**config.mk**
```make
export PLATFORM = sky130hd
export DESIGN_NAME = adc_sequencer
export DESIGN_NICKNAME = d
export VERILOG_FILES = /design/src/rtl/adc_seq_pkg.sv /design/src/rtl/adc_seq_next_ch.sv /design/src/rtl/adc_sequencer.sv
export SDC_FILE = /design/constraint.sdc
export NUM_CORES = 1
export LEC_CHECK = 0
export ABC_AREA = 1
export CAP_MARGIN = 30
export CORE_MARGIN = 4
export CORE_UTILIZATION = 48
export CTS_BUF_LIST = sky130_fd_sc_hd__clkbuf_8
export DETAILED_ROUTE_END_ITERATION = 8
export PLACE_DENSITY = 0.78
export SYNTH_ARGS = -nofsm -noshare
export SYNTH_HDL_FRONTEND = slang
export SYNTH_HIERARCHICAL = 1
export SYNTH_SLANG_ARGS = --single-unit
export TNS_END_PERCENT = 100
```
**constraint.sdc**
```tcl
create_clock -name clk_i -period 1.4 [get_ports clk_i]
set_clock_uncertainty 0.1 [all_clocks]
set_input_delay 0.28 -clock clk_i [delete_from_list [all_inputs] [get_ports clk_i]]
set_output_delay 0.28 -clock clk_i [all_outputs]
set_load 0.05 [all_outputs]
```
**src/rtl/adc_seq_pkg.sv**
```systemverilog
// Shared types for the ADC scan sequencer: the FSM state encoding,
// the settle-counter type and a helper that sizes channel indices.
package adc_seq_pkg;

    typedef enum logic [2:0] {
        ST_IDLE,
        ST_SETTLE,
        ST_START,
        ST_WAIT_LOW,
        ST_WAIT_HIGH,
        ST_OUTPUT
    } seq_state_t;

    // Largest channel count the sequencer is meant to be built with.
    localparam int MAX_NUM_CH = 16;

    // Settle counter is wide enough for any settle time up to 255 cycles.
    localparam int SETTLE_CNT_W = 8;
    typedef logic [SETTLE_CNT_W-1:0] settle_cnt_t;

    // Bits needed to index num_ch channels (never less than one bit).
    function automatic int ch_idx_width(input int num_ch);
        return (num_ch > 1) ? $clog2(num_ch) : 1;
    endfunction

endpackage

```
**src/rtl/adc_seq_next_ch.sv**
```systemverilog
// Combinational next-set-bit finder over the channel mask.
// With first_i set it returns the lowest set bit; otherwise the lowest
// set bit strictly above cur_i. found_o is low when no such bit exists.
module adc_seq_next_ch #(
    parameter int NUM_CH = 4,
    parameter int CH_W   = $clog2(NUM_CH)
) (
    input  logic [NUM_CH-1:0] mask_i,
    input  logic [CH_W-1:0]   cur_i,
    input  logic              first_i,
    output logic [CH_W-1:0]   next_o,
    output logic              found_o
);

    // Scan from the top down so the lowest qualifying bit is the last one written.
    always_comb begin
        next_o  = '0;
        found_o = 1'b0;
        for (int i = NUM_CH - 1; i >= 0; i--) begin
            if (mask_i[i] && (first_i || (i > int'(cur_i)))) begin
                next_o  = CH_W'(i);
                found_o = 1'b1;
            end
        end
    end

endmodule

```
**src/rtl/adc_sequencer.sv**
```systemverilog
// ADC scan sequencer: walks the enabled channels in ascending order,
// settles the analog mux, pulses the ADC start, waits for the ready
// level to drop and rise again, then offers the result on a
// valid/ready stream. Continuous mode relatches the mask after each scan.
// Optional conversion watchdog is built when ADC_SEQ_TIMEOUT_EN is defined.
module adc_sequencer
    import adc_seq_pkg::*;
#(
    parameter int NUM_CH         = 4,
    parameter int RESOLUTION     = 8,
    parameter int SETTLE_CYCLES  = 2,
    parameter int TIMEOUT_CYCLES = 64
) (
    input  logic                      clk_i,
    input  logic                      rst_i,
    input  logic                      start_i,
    input  logic                      cont_i,
    input  logic [NUM_CH-1:0]         ch_mask_i,
    output logic [$clog2(NUM_CH)-1:0] mux_sel_o,
    output logic                      adc_start_o,
    input  logic                      adc_rdy_i,
    input  logic [RESOLUTION-1:0]     adc_result_i,
    output logic                      data_valid_o,
    input  logic                      data_ready_i,
    output logic [RESOLUTION-1:0]     data_o,
    output logic [$clog2(NUM_CH)-1:0] data_ch_o,
    output logic                      busy_o,
    output logic                      timeout_o
);

    localparam int          CH_W        = ch_idx_width(NUM_CH);
    localparam settle_cnt_t SETTLE_LAST = settle_cnt_t'(SETTLE_CYCLES);

    // Reject parameter values the sequencer was not designed for.
    if (NUM_CH < 2 || NUM_CH > MAX_NUM_CH) begin : g_bad_num_ch
        $error("adc_sequencer: NUM_CH must be in 2..16");
    end
    if (SETTLE_CYCLES < 0 || SETTLE_CYCLES > 255) begin : g_bad_settle
        $error("adc_sequencer: SETTLE_CYCLES must be in 0..255");
    end
    if (TIMEOUT_CYCLES < 1) begin : g_bad_timeout
        $error("adc_sequencer: TIMEOUT_CYCLES must be at least 1");
    end

    seq_state_t            state_q, state_d;
    logic [NUM_CH-1:0]     mask_q, mask_d;
    logic [CH_W-1:0]       ch_q, ch_d;
    settle_cnt_t           settle_q, settle_d;
    logic [RESOLUTION-1:0] data_q, data_d;
    logic [CH_W-1:0]       data_ch_q, data_ch_d;

`ifdef ADC_SEQ_TIMEOUT_EN
    localparam int             WD_W    = $clog2(TIMEOUT_CYCLES + 1);
    localparam logic [WD_W-1:0] WD_LAST = WD_W'(TIMEOUT_CYCLES - 1);

    logic [WD_W-1:0] wd_q, wd_d;
    logic            timeout_q, timeout_d;
`endif

    logic [CH_W-1:0]   nxt_ch, first_ch;
    logic              nxt_found, first_found;
    seq_state_t        adv_state;
    logic [CH_W-1:0]   adv_ch;
    logic [NUM_CH-1:0] adv_mask;

    // Next enabled channel above the current one within the latched mask.
    adc_seq_next_ch #(
        .NUM_CH (NUM_CH),
        .CH_W   (CH_W)
    ) u_next_in_scan (
        .mask_i  (mask_q),
        .cur_i   (ch_q),
        .first_i (1'b0),
        .next_o  (nxt_ch),
        .found_o (nxt_found)
    );

    // Lowest enabled channel of the live mask, used whenever the mask is latched.
    adc_seq_next_ch #(
        .NUM_CH (NUM_CH),
        .CH_W   (CH_W)
    ) u_first_live (
        .mask_i  (ch_mask_i),
        .cur_i   ('0),
        .first_i (1'b1),
        .next_o  (first_ch),
        .found_o (first_found)
    );

    // Where to go once the current channel is finished (transferred or skipped).
    always_comb begin
        adv_state = ST_IDLE;
        adv_ch    = ch_q;
        adv_mask  = mask_q;
        if (nxt_found) begin
            adv_state = ST_SETTLE;
            adv_ch    = nxt_ch;
        end else if (cont_i) begin
            adv_mask = ch_mask_i;
            if (first_found) begin
                adv_state = ST_SETTLE;
                adv_ch    = first_ch;
            end
        end
    end

    // Next-state logic for the scan FSM and its datapath registers.
    always_comb begin
        state_d   = state_q;
        mask_d    = mask_q;
        ch_d      = ch_q;
        settle_d  = settle_q;
        data_d    = data_q;
        data_ch_d = data_ch_q;
`ifdef ADC_SEQ_TIMEOUT_EN
        wd_d      = '0;
        timeout_d = timeout_q;
`endif

        case (state_q)
            ST_IDLE: begin
                if (start_i && first_found) begin
                    state_d  = ST_SETTLE;
                    mask_d   = ch_mask_i;
                    ch_d     = first_ch;
                    settle_d = '0;
                end
            end
            ST_SETTLE: begin
                if (settle_q == SETTLE_LAST) begin
                    state_d  = ST_START;
                    settle_d = '0;
                end else begin
                    settle_d = settle_q + 1'b1;
                end
            end
            ST_START: begin
                state_d = ST_WAIT_LOW;
            end
            ST_WAIT_LOW: begin
`ifdef ADC_SEQ_TIMEOUT_EN
                wd_d = wd_q + 1'b1;
`endif
                if (!adc_rdy_i) begin
                    state_d = ST_WAIT_HIGH;
                end
            end
            ST_WAIT_HIGH: begin
`ifdef ADC_SEQ_TIMEOUT_EN
                wd_d = wd_q + 1'b1;
`endif
                if (adc_rdy_i) begin
                    state_d   = ST_OUTPUT;
                    data_d    = adc_result_i;
                    data_ch_d = ch_q;
                end
            end
            ST_OUTPUT: begin
                if (data_ready_i) begin
                    state_d  = adv_state;
                    ch_d     = adv_ch;
                    mask_d   = adv_mask;
                    settle_d = '0;
                end
            end
            default: begin
                state_d = ST_IDLE;
            end
        endcase

`ifdef ADC_SEQ_TIMEOUT_EN
        if ((state_q == ST_WAIT_LOW || state_q == ST_WAIT_HIGH) &&
            (state_d == state_q) && (wd_q >= WD_LAST)) begin
            timeout_d = 1'b1;
            state_d   = adv_state;
            ch_d      = adv_ch;
            mask_d    = adv_mask;
            wd_d      = '0;
        end
`endif
    end

    // State and datapath registers; reset abandons any conversion in flight.
    always_ff @(posedge clk_i or posedge rst_i) begin
        if (rst_i) begin
            state_q   <= ST_IDLE;
            mask_q    <= '0;
            ch_q      <= '0;
            settle_q  <= '0;
            data_q    <= '0;
            data_ch_q <= '0;
`ifdef ADC_SEQ_TIMEOUT_EN
            wd_q      <= '0;
            timeout_q <= 1'b0;
`endif
        end else begin
            state_q   <= state_d;
            mask_q    <= mask_d;
            ch_q      <= ch_d;
            settle_q  <= settle_d;
            data_q    <= data_d;
            data_ch_q <= data_ch_d;
`ifdef ADC_SEQ_TIMEOUT_EN
            wd_q      <= wd_d;
            timeout_q <= timeout_d;
`endif
        end
    end

    assign mux_sel_o    = ch_q;
    assign adc_start_o  = (state_q == ST_START);
    assign data_valid_o = (state_q == ST_OUTPUT);
    assign data_o       = data_q;
    assign data_ch_o    = data_ch_q;
    assign busy_o       = (state_q != ST_IDLE);

`ifdef ADC_SEQ_TIMEOUT_EN
    assign timeout_o = timeout_q;
`else
    assign timeout_o = 1'b0;
`endif

endmodule

```
After elaboration in Yosys (flattened, before gate mapping)

Cells that the tools add are included.

Div/mod/pow operators: 0
Magnitude comparators: 3
Equal/unequal tests: 15
Reduce and logical (&&, ||, !) cells: 13
Mux-type cells: 38
Shift operators: 0
Bitwise logic cells: 0
Multiply operators: 0
$add $sub $neg: 1

Operators by type and width:

| kind                                                                 | number |
|---|---|
| 2-bit two-way mux                                                    | 12 |
| 8-bit two-way mux                                                    | 3 |
| 8-bit case mux with 3 select lines                                   | 1 |
| 3-bit case mux with 6 select lines                                   | 1 |
| 4-bit two-way mux                                                    | 4 |
| 3-bit two-way mux                                                    | 5 |
| 5-bit AND reduction                                                  | 3 |
| 2-bit != test (second input constant)                                | 6 |
| 1-bit two-way mux                                                    | 10 |
| 8-bit by 1-bit adder with 8-bit output (second input constant)       | 1 |
| 8-bit by 2-bit == test with 1-bit output (second input constant)     | 1 |
| 4-bit case mux with 2 select lines                                   | 1 |
| 3-bit by 2-bit == test with 1-bit output (second input constant)     | 2 |
| 3-bit == test (second input constant)                                | 2 |
| 3-bit nonzero test                                                   | 2 |
| 2-bit > comparator (first input constant)                            | 2 |
| 1-bit logical AND                                                    | 4 |
| 2-bit case mux with 2 select lines                                   | 1 |
| 3-bit by 1-bit == test with 1-bit output (second input constant)     | 1 |
| 3-bit logical NOT                                                    | 1 |
| 3-bit by 1-bit != test with 1-bit output (second input constant)     | 1 |
| 3-bit by 2-bit != test with 1-bit output (second input constant)     | 1 |
| 3-bit AND reduction                                                  | 1 |
| 1-bit by 2-bit > comparator with 1-bit output (first input constant) | 1 |
| 3 further kinds                                                      | 3 |

Bits in read-only memories: 0
Bits in latches: 0
Output and inout bits: 16
Bits in writable memories: 0
Flip-flop bits (word level): 27
Memories: 0

Depth between registers and ports, before layout

Gate-level depths: netlist (run 1).

Word-level depth: 9
Depth in mapped cells: 14

By module

Netlist (run 1), hierarchy kept.

Modules (own cells, without submodules):

| module          | area each (µm²) | sequential area each (µm²) | cells each | instances |
|---|---|---|---|---|
| adc_sequencer   | 1501.4          | 675.6                      | 174        | 1 |
| adc_seq_next_ch | 80.1            | 0.0                        | 16         | 2 |

Worst setup path after synthesis (run 1)

No wires, ideal clock.

Kind: register -> register
From: reg ch_q[1] (netlist: mux_sel_o[1])
To: reg ch_q[1] (netlist: mux_sel_o[1])
Data arrival time: 1576 ps
Data required time: 1234 ps
Period minus slack after synthesis: 1742 ps
Slack: -342 ps
Path buffers: 0
Library setup time: 66 ps
Stages on the path, launching flop included: 13
Path through: dfrtp_1 > nand3_1 > nand2_1 > nand2_1 > inv_2 > nand3_1 > inv_1 > nand2_1 > nor2_1 > nor2_1 > nand2_1 > nand2_1 > nand2_1

Cells in the longest elaborated chain, start to end: 8
Elaborated cells on any way between the ends: 18

Ends and longest elaborated chain:

| element                            | RTL line              | source |
|---|---|---|
| from (decl)                        | adc_sequencer.sv:47   | `logic [CH_W-1:0] ch_q, ch_d;` |
| from (signal assigned)             | adc_sequencer.sv:199  | `ch_q <= ch_d;` |
| 2-bit > comparator                 | adc_seq_next_ch.sv:20 | `if (mask_i[i] && (first_i \|\| (i > int'(cur_i)))) begin` |
| 1-bit logical AND                  | adc_seq_next_ch.sv:20 |  |
| 1-bit two-way mux (2 in a row)     | adc_seq_next_ch.sv:20 |  |
| 1-bit two-way mux (*)              | adc_seq_next_ch.sv:20 |  |
| named net nxt_found                | adc_sequencer.sv:61   | `logic nxt_found, first_found;` |
| 2-bit two-way mux                  | adc_sequencer.sv:95   | `if (nxt_found) begin` |
| 2-bit two-way mux                  | adc_sequencer.sv:159  | `if (data_ready_i) begin` |
| 2-bit case mux with 2 select lines | adc_sequencer.sv:120  | `case (state_q)` |

The timed path passes the listed nets; every way through them passes the cells marked *. The select of a mux whose other input is x is not followed.
A chain may end at the register's enable or synchronous reset.

Worst setup path in the final report (run 1)

From: reg state_q[0]
To: out adc_start_o

Cells in the longest elaborated chain, start to end: 1

Ends and longest elaborated chain:

| element                                  | RTL line             | source |
|---|---|---|
| from (decl)                              | adc_sequencer.sv:45  | `seq_state_t state_q, state_d;` |
| from (signal assigned)                   | adc_sequencer.sv:197 | `state_q <= state_d;` |
| 3-bit by 2-bit == test with 1-bit output | adc_sequencer.sv:211 | `assign adc_start_o = (state_q == ST_START);` |
| to (decl)                                | adc_sequencer.sv:20  | `output logic adc_start_o,` |

No other way between the ends.

==> out/qor.yml, run 1 <==
run_status:
  status: "finished with violations"
  violations: "setup timing"
worst_setup_path:
  start_kind: "flop"
  critPathMaxFanout: 4
  cp-end-kind: "output pin"
  crit_type: "reg -> out"
  cp.arrival_ns: 1.25
  cp.required_ns: 1.02
floorplan:
  num_io_pins: 34
  design.core.area_um2: 3340
  rows: 21
  die_h_um: 66.8
  start_util_pct: 49.8
  die_w_um: 66.8
  die_area_um2: 4470
timing:
  slew_viol_final: 0
  fin_crit_sh_pct: 117
  period_minus_slack_ns: 1.63
  fin_setup_tns_ns: -4.53
  max_freq_ghz: 0.612
  setup_ws_ns: -0.233
  rsz0062_at_grt: "yes"
  finalHoldViolCount: 0
  setup_viol: 31
  timing.hold.ws_ns: 0.237
synth:
  synth_xor_area_share_pct: 0
  seq_area_frac_synth_pct: 40.7
  synth.mux.area_fraction_pct: 6.78
  synth_fa_ha_area_share_pct: 1.51
  syn-cell-area_um2: 1660
  synth-main-ff-cell: "dfrtp_1"
  ys_warn_count: 6
  synth_top_family_by_area: "simple AND/OR/NAND/NOR gates"
  syn_avg_cell_area_um2: 8.07
  synth_cell_types: 27
  synthArstFlopShare_pct: 100
  synth_edf_count: 0
  synth_compound_area_share_pct: 7.08
  syn_inst: 206
  synth_simple_gate_area_share_pct: 36.0
  ys_ff_latch: 27
power:
  p_sw_mw: 3.01
  p_int_mw: 3.42
  p_leak_nw: 1.32
  comb_power_share_pct: 69.3
  report.power.total_mw: 6.44
  swShare_pct: 46.8
  seqPwrFrac_pct: 23.7
  vdd_drop_max_mv: 1.68
  power_density_nw_per_um2: 2340
  p_clk_share_pct: 7.0
global_routing:
  grt_start_max_net_pins: 28
  grt_pass1_wl_um: 7120
  grt_pass1_vias: 1589
  grt_usage_pct: 21.0
  grt_overflow_total: 0
  antenna_found_initial: 0
final_layout:
  diodes: 0
  syn_to_final_growth_pct: 65.7
  fin_area_um2: 2750
  drive_above_1_share_pct: 50.0
  nets: 301
  final_cell_mix: "47 x nand2_1, 23 x buf_4, 22 x dfrtp_1"
  final_common_cell: "nand2_1"
cts:
  ctsRootBufferMaster: "clkbuf_8"
  clk_latency_ns: 0.28
  numClockSinks: 27
  cts.path.max_buffers: 2
  cts_tree: "done"
  cts_buffers: 3
  h-tree-depth: 1
  clkTransAtPathRegs_ns: 0.10
placed_design:
  dp_hpwl_um: 2810
  dpl_worst_slack_ns: -0.474
  gp_congestion: 0.821
  portBuffers: 32
  dpl_cell_area_um2: 2350
drt:
  drc: 0
  drt-vias-per-instance: 4.98
  vias: 1624
  detail-route-antenna-nets: 0
  first_pass_iters: 4
  wire_per_inst_um: 13.7
  wl_um: 4460
  drtIter0Drc: 106
job:
  maxCapViolations: 0
worst_hold_path:
  worstHoldPathType: "in -> async"
layout make-up:
class | instances | area, um^2
fill | 185 | 583
multi-input combinational | 158 | 1070
timing repair buffer | 65 | 777
clock inverter | 1 | 5.00
tap | 46 | 57.6
clock buffer | 3 | 41.3
sequential | 27 | 682
inverter | 26 | 119
worst paths after layout:
kind / endpoint / from / slack (ns) / cells after the start
max in group asynchronous: data_o[6]$_DFFE_PP0P_ / rst_i / 0.80 / 3
max: adc_start_o / state_q[0]$_DFFE_PP0P_ / -0.23 / 5
min in group clk_i: mask_q[2]$_DFFE_PP0P_ / ch_mask_i[2] / 0.27 / 3
max reg2reg: mask_q[2]$_DFFE_PP0P_ / state_q[1]$_DFFE_PP0P_ / -0.19 / 10
min: settle_q[6]$_DFFE_PP0P_ / rst_i / 0.24 / 3
min reg2reg: settle_q[0]$_DFFE_PP0P_ / settle_q[0]$_DFFE_PP0P_ / 0.44 / 1
state kept, by name, summed over array words and instances, names as in the netlist:
register / count
mask_q: 4
settle_q: 8
data_ch_o: 2
state_q: 3
data_o: 8
mux_sel_o: 2
cells by family after synthesis:
kind of cell    after synthesis
simple gates                120
buf+inv                      29
flops                        27
compound gates               16
mux                          10
fa+ha+maj                     2
other cells                   2
cell usage after synthesis (4+ instances only):
| cell | instances | area (um^2) |
|---|---|---|
| dfrtp_1 | 27 | 676 |
| inv_1 | 17 | 63.8 |
| inv_2 | 8 | 30.0 |
| mux2_2 | 10 | 113 |
| nand2_1 | 68 | 255 |
| nand3_1 | 18 | 90.1 |
| nand4_1 | 5 | 31.3 |
| nor2_1 | 10 | 37.5 |
| nor2_4 | 4 | 45.0 |
| o21ai_0 | 4 | 20.0 |
| o21ai_2 | 6 | 52.6 |
critical path, cell delays in order, from the launching register on:
cell and delay [ns]:
dfrtp_2 0.47, buf_6 0.14, nor2_2 0.08, nand2_1 0.08
inv_2 0.07, buf_12 0.13
repair_timing:
item | 4_1_cts | 5_1_grt
setup buffers | 13 | 7
pin swaps | 24 | 20
setup endpoints to repair | 32 | 32
gates cloned | 1 | 0
hold buffers | 0 | 0
gates resized for setup | 33 | 35
metal layers:
| metal | part of all wire, % | up-vias | global-route usage [%] | routed length, um |
|---|---|---|---|---|
| met5 | 0 | - | 0 | 0 |
| met4 | 0.72 | 0 | 5.84 | 32 |
| met1 | 39 | 778 | 24.8 | 1750 |
| li1 | - | 804 | - | - |
| met2 | 55 | 38 | 37.9 | 2450 |
| met3 | 5.2 | 4 | 4.72 | 233 |
metrics by stage:
step / utilization (%) / std cells
final: 82.5 / 326
after global routing: 82.5 / 326
after CTS: 77.3 / 322
after detailed placement: 70.4 / 305
after global placement: 70.4 / 305
after floorplan: - / 213
power groups by stage:
stage	registers, mW	logic, mW	clock network (mW)
finish	1.53	4.46	0.449
global placement	1.46	3.39	0
CTS	1.50	3.91	0.443
floorplan	1.90	1.58	0
global route	1.58	4.77	0.482
detailed placement	1.49	3.45	0
Note: power is estimated with default switching activity, not from simulation.
==> run 2, diff against run 1 <==
- CAP_MARGIN: 30 -> 5
==> results of run 2 <==
The final DEF is identical to that of run 1; final timing and power are the same.
==> run 3, diff against run 2 <==
- CAP_MARGIN: 5 -> unset
==> results of run 3 <==
The final DEF is identical to that of run 1; final timing and power are the same.
